File: config.mk
export PLATFORM = sky130hd
export DESIGN_NAME = serial_add_ctrl
export DESIGN_NICKNAME = d
export VERILOG_FILES = /design/src/rtl/serial_add_ctrl.sv
export SDC_FILE = /design/constraint.sdc
export NUM_CORES = 1
export LEC_CHECK = 0
export ABC_AREA = 0
export BUFFER_PORTS_ARGS = -buffer_cell sky130_fd_sc_hd__buf_2
export CAP_MARGIN = 15
export CORE_UTILIZATION = 25
export CTS_CLUSTER_DIAMETER = 80
export DETAILED_ROUTE_END_ITERATION = 10
export MAX_ROUTING_LAYER = met4
export PLACE_DENSITY = 0.45
export REMOVE_ABC_BUFFERS = 1
export SETUP_SLACK_MARGIN = 0.02
export SLEW_MARGIN = 20
export SYNTH_ARGS = -nofsm -noshare
export SYNTH_HDL_FRONTEND = slang
export SYNTH_HIERARCHICAL = 1
export SYNTH_SLANG_ARGS = --single-unit
File: constraint.sdc
create_clock -name clk -period 2.8 [get_ports clk]
set_clock_uncertainty 0.15 [all_clocks]
set_input_delay 0.28 -clock clk [delete_from_list [all_inputs] [get_ports clk]]
set_output_delay 0.28 -clock clk [all_outputs]
set_load 0.005 [all_outputs]
File: src/rtl/serial_add_ctrl.sv
// Bit-serial adder: one full-adder cell sequenced LSB first over WIDTH bits.
// start/busy/done handshake; result and cout held until the next completion.
module fulladder (
    input  logic a,
    input  logic b,
    input  logic c,
    output logic sum,
    output logic carry
);

    assign sum   = a ^ b ^ c;
    assign carry = (a & b) | (c & (a ^ b));

endmodule

module serial_add_ctrl #(
    parameter int WIDTH = 8
) (
    input  logic             clk,
    input  logic             rst_n,
    input  logic             start,
    input  logic [WIDTH-1:0] op_a,
    input  logic [WIDTH-1:0] op_b,
    input  logic             cin,
    output logic             busy,
    output logic             done,
    output logic [WIDTH-1:0] result,
    output logic             cout
);

    localparam int CW_RAW = $clog2(WIDTH + 1);
    localparam int CW     = (CW_RAW < 1) ? 1 : CW_RAW;
    localparam logic [CW-1:0] LAST = CW'(WIDTH - 1);

    typedef enum logic [1:0] {
        IDLE = 2'd0,
        RUN  = 2'd1,
        DONE = 2'd2
    } state_t;

    state_t           state;
    state_t           state_nx;
    logic [WIDTH-1:0] sh_a;
    logic [WIDTH-1:0] sh_b;
    logic [WIDTH-1:0] sh_s;
    logic [WIDTH-1:0] sh_s_nx;
    logic             carry_reg;
    logic [CW-1:0]    cnt;
    logic             last_bit;
    logic             fa_sum;
    logic             fa_carry;

    fulladder u_fa (
        .a     (sh_a[0]),
        .b     (sh_b[0]),
        .c     (carry_reg),
        .sum   (fa_sum),
        .carry (fa_carry)
    );

    // Sum bits enter at the MSB so the LSB lands at bit 0 after WIDTH shifts.
    generate
        if (WIDTH == 1) begin : g_one
            assign sh_s_nx = fa_sum;
        end else begin : g_multi
            assign sh_s_nx = {fa_sum, sh_s[WIDTH-1:1]};
        end
    endgenerate

    assign last_bit = (cnt == LAST);
    assign busy     = (state == RUN);
    assign done     = (state == DONE);

    always_comb begin
        state_nx = state;
        unique case (state)
            IDLE: begin
                if (start) begin
                    state_nx = RUN;
                end
            end
            RUN: begin
                if (last_bit) begin
                    state_nx = DONE;
                end
            end
            DONE: begin
                state_nx = IDLE;
            end
            default: begin
                state_nx = IDLE;
            end
        endcase
    end

    always_ff @(posedge clk or negedge rst_n) begin
        if (!rst_n) begin
            state <= IDLE;
        end else begin
            state <= state_nx;
        end
    end

    always_ff @(posedge clk or negedge rst_n) begin
        if (!rst_n) begin
            sh_a      <= '0;
            sh_b      <= '0;
            sh_s      <= '0;
            carry_reg <= 1'b0;
            cnt       <= '0;
            result    <= '0;
            cout      <= 1'b0;
        end else if (state == IDLE) begin
            if (start) begin
                sh_a      <= op_a;
                sh_b      <= op_b;
                carry_reg <= cin;
                cnt       <= '0;
            end
        end else if (state == RUN) begin
            sh_a      <= sh_a >> 1;
            sh_b      <= sh_b >> 1;
            sh_s      <= sh_s_nx;
            carry_reg <= fa_carry;
            cnt       <= cnt + CW'(1);
            if (last_bit) begin
                result <= sh_s_nx;
                cout   <= fa_carry;
            end
        end
    end

endmodule
==> run summary, run 1 <==
port buffer count: 30
hold endpoint: carry_reg
Top Registers: result: 8 flops, sh_a: 8 flops, sh_b: 8 flops
initial antenna violation count: 0
area delta synth->final: 19.99%
ranking of synthesized cells by area: dfrtp_1, nor2b_1, a22oi_1, mux2_2, nand2_1
Req. time, crit path: 2.37 ns
Register Area: 975.9 um2
syn avg cell area: 10.51 um2
GRT overflow: 0
row cnt: 30
Antenna Nets Post-Route: 0
Die Footprint: 7402 um2
H-tree Lvls: 2
ant diodes: 0
Final Setup Violations: 0
CTS Buf Count: 5
Place WS: 1.029 ns
MaxCap Viol Count: 0
area leader, netlist: dfrtp_1
die width: 86.04 um
PwrDens: 1005 nW/um2
Resize count post-CTS: 0
TritonCTS clock tree: done
clock sink total: 39
GR Util All Layers: 11.78%
worst-margin pin slew: 0.8752 ns
Crit. End Element: output port
root cell of the clock tree: clkbuf_8
WL final: 3892 um
Fin Hold WS: 0.1155 ns
Period minus WS final: 1.786 ns
register bit total from synthesis: 39
DR iter-0 viols: 128
TNS Setup: 0 ns
io pins: 31
global-route wire length before repair: 6499 um
status: finished clean
CTS Hold Bufs: 1
Critical R2R Launch: cnt[0]
Peak VDD IR: 0.0002079 V
FF-to-FF End: result[0]
hpwl dp: 2419 um
crit share post-route: 63.78%
most frequent cells in the layout: dfrtp_1, buf_2, nand2_1
crit path buf inv count: 2
startpoint type of the worst setup path: flip-flop
Slew headroom: 41.65%
core box area: 6794 um2
crit-path cells: nand2b_4, inv_1, buf_2
Lkg Pwr: 0.9634 nW
Hold Crit Start: cin
Synth warnings: 6
Cell Area, Synth: 1765 um2
Setup Crit Path Kind: flip-flop to output port
via count: 1337
initial core utilization: 25.99%
critical path's slowest cell: dfrtp_1
final worst slack: 1.014 ns
Via-to-Cell Ratio: 4.487
GP Congestion: 0.6979
FILL cells: 721
post-CTS setup buffers: 0
Top delay family on crit path: buffers and inverters
clock latency on the worst-skew pair: 0.29 ns
layout cells sized above 1: 26.73%
RSZ-0062 raised after global routing: false
reg2reg path depth: 4
worst min path class: input pin to flip-flop
DRC violations left: 0
vias in the first global route: 1311
Die Ht: 86.04 um
delay of the slowest critical-path stage: 0.38 ns
area of the multi-input gates: 735.7 um2
max frequency: 0.5600 GHz
sequential share of the synthesized area: 55.28%
layout net count: 223
first-pass iteration count of the detailed router: 4
commonest non-fill, non-tap cell in the layout: dfrtp_1
WHS Path Cells: 3
largest net degree at the start of global routing: 40
Cells after Synth: 168
crit-path max FO: 11
Synth top area share: 55.28%
Avg WL per Cell: 13.06 um
R2R Setup Slk: 1.04 ns
final hold vios: 0
Final Slew Violations: 0
WP data arrival: 1.36 ns
synth unique cells: 20
clk buf depth: 2
Clk pin slew, worst setup/hold paths: 0.08 ns
## synth_stat cells
library cell / count
buf_2: 4
nor3_4: 1
clkbuf_1: 4
inv_1: 1
fa_1: 1
nand3_1: 2
nand2_1: 26
mux2_2: 10
o311ai_0: 1
nor2b_1: 19
dfrtp_1: 39
ha_1: 1
a22oi_1: 15
o21ai_0: 18
o21bai_1: 1
nor2_1: 2
a22o_1: 2
a21oi_1: 18
buf_4: 2
nand2b_4: 1
## kinds of logic (layout without fill, tap and decap cells)
logic type | after synthesis | in the layout | share of synthesized area, %
mux | 10 | 10 | 6.379
fa+ha+maj | 2 | 2 | 1.843
simple gates | 51 | 51 | 14.95
compound gates | 55 | 55 | 18.50
buf+inv | 11 | 45 | 3.047
flops | 39 | 39 | 55.28
## through the flow
stage          instances  cell area [um2]  utilization (%)  total power, mW
2_1_floorplan        158             1715                -            1.461
3_3_place_gp         289             2023            29.78            1.761
3_5_place_dp         289             2023            29.78            1.776
4_1_cts              298             2118            31.18            2.167
5_1_grt              298             2118            31.18            2.318
6_report             298             2118            31.18            2.128
## report_power, final
part           switching [mW]  internal [mW]  leakage [nW]
sequential              0.165          0.797         0.506
combinational           0.426          0.364         0.416
clock                   0.202          0.174        0.0412
total                   0.793           1.33         0.963
## routing by layer
| layer | global-route usage (%) | vias to the layer above | routed length (um) |
|---|---|---|---|
| met5 | - | - | 0 |
| li1 | - | 653 | - |
| met2 | 17.32 | 18 | 1751 |
| met3 | 2.984 | 5 | 123 |
| met4 | 4.545 | 0 | 75 |
| met1 | 15.55 | 661 | 1942 |
## worst min-delay path: stages
cell     delay [ns]
buf_2          0.07
a21oi_1        0.05
o21ai_0        0.12
## worst max path at each step
stage,startpoint,endpoint,depth (start not counted)
after detailed placement,cnt[0],result[0],4
after CTS,state[1],busy,3
after floorplan,state[1],cout,3
after global routing,state[1],busy,3
after global placement,cnt[0],result[1],4
final,state[1],busy,3
## area by class of cell
| class | count | share of cell area (%) |
|---|---|---|
| Multi-Input combinational cell | 118 | 34.73 |
| Clock inverter | 2 | 0.5907 |
| Clock buffer | 6 | 3.426 |
| Inverter | 1 | 0.1772 |
| Timing Repair Buffer | 36 | 9.333 |
| Tap cell | 96 | 5.670 |
| Sequential cell | 39 | 46.07 |
No activity file was read; power rests on OpenSTA's default activity.
==> inputs of run 2 (changes only) <==
- PLACE_DENSITY: 0.45 -> 0.46
- clock period: 2.8 -> 1.6 ns (I/O delays scaled with it)
==> run 2 against run 1 <==
Cell area rose by 7.4%. Worst setup slack got worse by 0.94 ns. Largest cell class unchanged. Sequential share of layout area decreased by 3.2 points. Highest routed layer unchanged.
==> run summary, run 2 (same netlist as run 1, synthesis figures left out) <==
core box area: 6794 um2 (unchanged)
final worst slack: 0.07248 ns (-0.9418 ns)
DR iter-0 viols: 73 (-43%)
worst min path class: input pin to flip-flop
Setup Crit Path Kind: flip-flop to output port
vias in the first global route: 1416 (+8.0%)
Clk pin slew, worst setup/hold paths: 0.07 ns (about the same)
Design Area, Final: 2275 um2 (+7.4%)
CTS Buf Count: 5 (unchanged)
TritonCTS clock tree: done
WL final: 3903 um (+0.28%)
GR Util All Layers: 12.00% (+0.22 points)
layout cells sized above 1: 31.92% (+5.2 points)
Register Area: 975.9 um2 (unchanged)
Fin Hold WS: 0.005382 ns (-0.1101 ns)
area of the multi-input gates: 743.2 um2 (+1.0%)
Peak VDD IR: 0.0004167 V (+100%)
Antenna Nets Post-Route: 0 (unchanged)
placed cells: 299 (+3.5%)
Req. time, crit path: 1.29 ns (-1.08 ns)
Via-to-Cell Ratio: 4.421 (-1.5%)
GRT overflow: 0 (unchanged)
PwrDens: 1788 nW/um2 (+78%)
final hold vios: 0 (unchanged)
Place WS: 0.04853 ns (-0.9801 ns)
crit share post-route: 95.47%
RSZ-0062 raised after global routing: true
GP Congestion: 0.6819 (-2.3%)
clk buf depth: 2 (unchanged)
most frequent cells in the layout: dfrtp_1, buf_2, nand2_1
Final Slew Violations: 0 (unchanged)
MaxCap Viol Count: 0 (unchanged)
clock latency on the worst-skew pair: 0.29 ns (about the same)
row cnt: 30 (unchanged)
Crit. End Element: output port
max frequency: 0.6547 GHz
H-tree Lvls: 2 (unchanged)
Die Footprint: 7402 um2 (unchanged)
global-route wire length before repair: 6734 um (+3.6%)
root cell of the clock tree: clkbuf_8
FILL cells: 716 (-0.69%)
ant diodes: 0 (unchanged)
first-pass iteration count of the detailed router: 4 (unchanged)
Final Setup Violations: 0 (unchanged)
post-route non-filler standard cell count: 309 (+3.7%)
Slew headroom: 73.55% (+32 points)
status: finished clean
startpoint type of the worst setup path: flip-flop
commonest non-fill, non-tap cell in the layout: dfrtp_1
initial core utilization: 25.99% (unchanged)
Period minus WS final: 1.528 ns
crit-path max FO: 10 (-1)
WP data arrival: 1.22 ns (-0.14 ns)
Avg WL per Cell: 12.63 um (-3.3%)
Lkg Pwr: 1.042 nW (+8.2%)
clock sink total: 39 (unchanged)
io pins: 31 (unchanged)
via count: 1366 (+2.2%)
DP Area: 2123 um2 (+4.9%)
total power: 4.067 mW (+91%)
Die Ht: 86.04 um (unchanged)
Top Registers: result: 8 flops, sh_a: 8 flops, sh_b: 8 flops
worst-margin pin slew: 0.3967 ns (-0.4785 ns)
layout net count: 234 (+4.9%)
hpwl dp: 2702 um (+12%)
initial antenna violation count: 0 (unchanged)
die width: 86.04 um (unchanged)
port buffer count: 30 (unchanged)
largest net degree at the start of global routing: 25 (-38%)
DRC violations left: 0 (unchanged)
area delta synth->final: 28.84%
-- run 2: final cells by class --
cell class	instances	share of cell area (%)
well taps	96	5.281
flip-flops and latches	39	42.90
multi-input cells	118	32.67
inverters	1	0.2750
repair buffers	47	14.47
clock buffers	8	4.400
-- run 2: routing by layer --
metal / vias to the layer above / share of wire, % / global-route usage [%]
met3: 4 / 3.8 / 3.272
met1: 666 / 47 / 14.91
met5: - / 0 / -
met4: 0 / 1.1 / 4.091
li1: 675 / - / -
met2: 21 / 48 / 18.83
-- run 2: path summary, 6_finish.rpt --
path / start / to / slack, ns / depth (start not counted)
worst max-delay path: state[1] / busy / 0.07 / 5
worst min-delay path: op_b[2] / sh_b[2] / 0.005 / 3
worst max register to register: cnt[1] / result[1] / 0.08 / 5
worst min register to register: sh_s[1] / sh_s[1] / 0.33 / 2
max in group asynchronous: rst_n / sh_a[1] / 0.67 / 3
min in group asynchronous: rst_n / result[4] / 0.17 / 2
-- run 2: power breakdown --
part	total (mW)	switching [mW]	internal, mW
Sequential	1.67	0.279	1.39
Combinational	1.67	0.812	0.860
Clock	0.721	0.328	0.393
-- run 2: metrics by stage --
step | utilization, % | setup TNS [ns]
after CTS | 33.02 | 0
after detailed placement | 31.25 | 0
after global placement | 31.25 | 0
final | 33.48 | 0
after global routing | 33.48 | 0
after floorplan | - | -3.752
-- run 2: worst max-delay path, stage by stage (launching register included) --
cell      delay [ns]
dfrtp_1         0.39
nand2b_4        0.16
buf_8           0.14
inv_4           0.06
buf_6           0.10
buf_6           0.08
-- run 2: what timing repair did --
item | 4_1_cts | 5_1_grt
hold endpoints to repair | 40 | 0
buffers inserted | 0 | 1
gates cloned | 0 | 0
hold buffers | 2 | 0
endpoints found under the setup margin | 2 | 13
gates resized for setup | 3 | 7
==> inputs of run 3 (changes only) <==
- HOLD_SLACK_MARGIN: unset -> 0.03
==> run 3 against run 2 <==
First-iteration DRC count up 2.7%. Critical path depth unchanged. Combinational power about the same. Worst setup slack about the same. Worst hold slack better by 0.031 ns. Clock-buffer cell count unchanged. Via count up 4.5%. Core utilization up 2.1 points. Total power up 0.59%. Sequential share of layout area down 2.5 points. Highest routed layer unchanged.
==> run summary, run 3 (same netlist as run 1, synthesis figures left out) <==
status: finished clean
area delta synth->final: 36.78%
Final Slew Violations: 0 (unchanged)
crit share post-route: 95.47% (about the same)
GR Util All Layers: 12.21% (+0.21 points)
layout net count: 248 (+6.0%)
initial core utilization: 25.99% (unchanged)
max frequency: 0.6546 GHz (about the same)
core box area: 6794 um2 (unchanged)
Avg WL per Cell: 12.25 um (-3.0%)
Req. time, crit path: 1.29 ns (about the same)
hold endpoint: sh_a[6]
Slew headroom: 73.59% (about the same)
Fin Hold WS: 0.03602 ns (+0.03064 ns)
Die Ht: 86.04 um (unchanged)
Critical R2R Launch: cnt[1]
Via-to-Cell Ratio: 4.418 (about the same)
Antenna Nets Post-Route: 0 (unchanged)
global-route wire length before repair: 6865 um (+1.9%)
Design Area, Final: 2415 um2 (+6.2%)
GP Congestion: 0.6819 (unchanged)
worst-margin pin slew: 0.3961 ns (-0.0005882 ns)
Top Registers: result: 8 flops, sh_a: 8 flops, sh_b: 8 flops
clock sink total: 39 (unchanged)
WP data arrival: 1.22 ns (about the same)
MaxCap Viol Count: 0 (unchanged)
largest net degree at the start of global routing: 25 (unchanged)
area of the multi-input gates: 743.2 um2 (unchanged)
commonest non-fill, non-tap cell in the layout: dfrtp_1
FILL cells: 712 (-0.56%)
PwrDens: 1694 nW/um2 (-5.2%)
Period minus WS final: 1.528 ns (+0.00004080 ns)
TritonCTS clock tree: done
WHS Path Cells: 3 (unchanged)
clock latency on the worst-skew pair: 0.28 ns (about the same)
io pins: 31 (unchanged)
startpoint type of the worst setup path: flip-flop
ant diodes: 0 (unchanged)
Crit. Startpoint: state[1]
layout cells sized above 1: 29.96% (-2.0 points)
Crit. End Element: output port
FF-to-FF End: result[1]
CTS Buf Count: 5 (unchanged)
WL final: 3956 um (+1.4%)
R2R Setup Slk: 0.08 ns (about the same)
Lkg Pwr: 1.101 nW (+5.6%)
Hold Crit Start: op_a[6]
H-tree Lvls: 2 (unchanged)
GRT overflow: 0 (unchanged)
clk buf depth: 2 (unchanged)
die width: 86.04 um (unchanged)
crit-path max FO: 10 (unchanged)
via count: 1427 (+4.5%)
worst min path class: input pin to flip-flop
RSZ-0062 raised after global routing: true
root cell of the clock tree: clkbuf_8
DP Area: 2123 um2 (unchanged)
hpwl dp: 2702 um (unchanged)
initial antenna violation count: 0 (unchanged)
Die Footprint: 7402 um2 (unchanged)
most frequent cells in the layout: dfrtp_1, buf_2, nand2_1
Setup Crit Path Kind: flip-flop to output port
final hold vios: 0 (unchanged)
DRC violations left: 0 (unchanged)
Peak VDD IR: 0.0004177 V (+0.25%)
first-pass iteration count of the detailed router: 4 (unchanged)
Core Util, Final: 35.54% (+2.1 points)
Final Setup Violations: 0 (unchanged)
Register Area: 975.9 um2 (unchanged)
Clk pin slew, worst setup/hold paths: 0.07 ns (about the same)
port buffer count: 30 (unchanged)
reg2reg path depth: 5 (unchanged)
DR iter-0 viols: 75 (+2.7%)
row cnt: 30 (unchanged)
vias in the first global route: 1448 (+2.3%)
[run 3: changes by cell type in the layout (fill, tap and decap cells not counted)]
cell           change
dlygate4sd3_1     +14
[run 3: worst max path at each step]
stage | endpoint | slack, ns | depth (start not counted)
after detailed placement | result[7] | 0.05 | 5
after global placement | result[7] | 0.07 | 5
after global routing | result[2] | 0.006 | 5
after CTS | busy | 0.002 | 5
final | busy | 0.07 | 5
after floorplan | cout | -0.20 | 3
[run 3: critical path: stages (launching register included)]
cell and delay (ns):
dfrtp_1 0.39, nand2b_4 0.16, buf_8 0.14, inv_4 0.06, buf_6 0.10, buf_6 0.08
[run 3: timing repair]
action,CTS,global route
setup endpoints to repair,2,13
gates resized for setup,3,7
hold buffers,16,0
buffers inserted,0,1
endpoints found under the hold margin,54,0
[run 3: report_power, final]
part / leakage [nW] / internal [mW] / switching [mW]
sequential: 0.506 / 1.39 / 0.279
combinational: 0.543 / 0.882 / 0.815
clock: 0.0515 / 0.393 / 0.327
total: 1.10 / 2.67 / 1.42
[run 3: area by class of cell]
cell class | instances | area share [%]
Multi-Input combinational cell | 118 | 30.78
Sequential cell | 39 | 40.41
Tap cell | 96 | 4.974
Timing Repair Buffer | 61 | 19.43
Inverter | 1 | 0.2591
Clock buffer | 8 | 4.145
[run 3: per-layer routing]
metal / routed length (um) / GRT usage (%) / up-vias
met3: 183 / 3.080 / 4
met1: 1816 / 15.03 / 690
met4: 44 / 4.091 / 0
li1: - / - / 704
met5: 0 / - / -
met2: 1912 / 19.55 / 29
[run 3: through the flow]
step	power, mW	cells	worst slack (ns)	setup TNS (ns)
finish	4.091	323	0.07244	0
CTS	4.088	322	0.002172	0
global placement	3.263	299	0.07217	0
global route	4.471	323	0.005931	0
floorplan	2.556	158	-0.1951	-3.752
detailed placement	3.293	299	0.04853	0
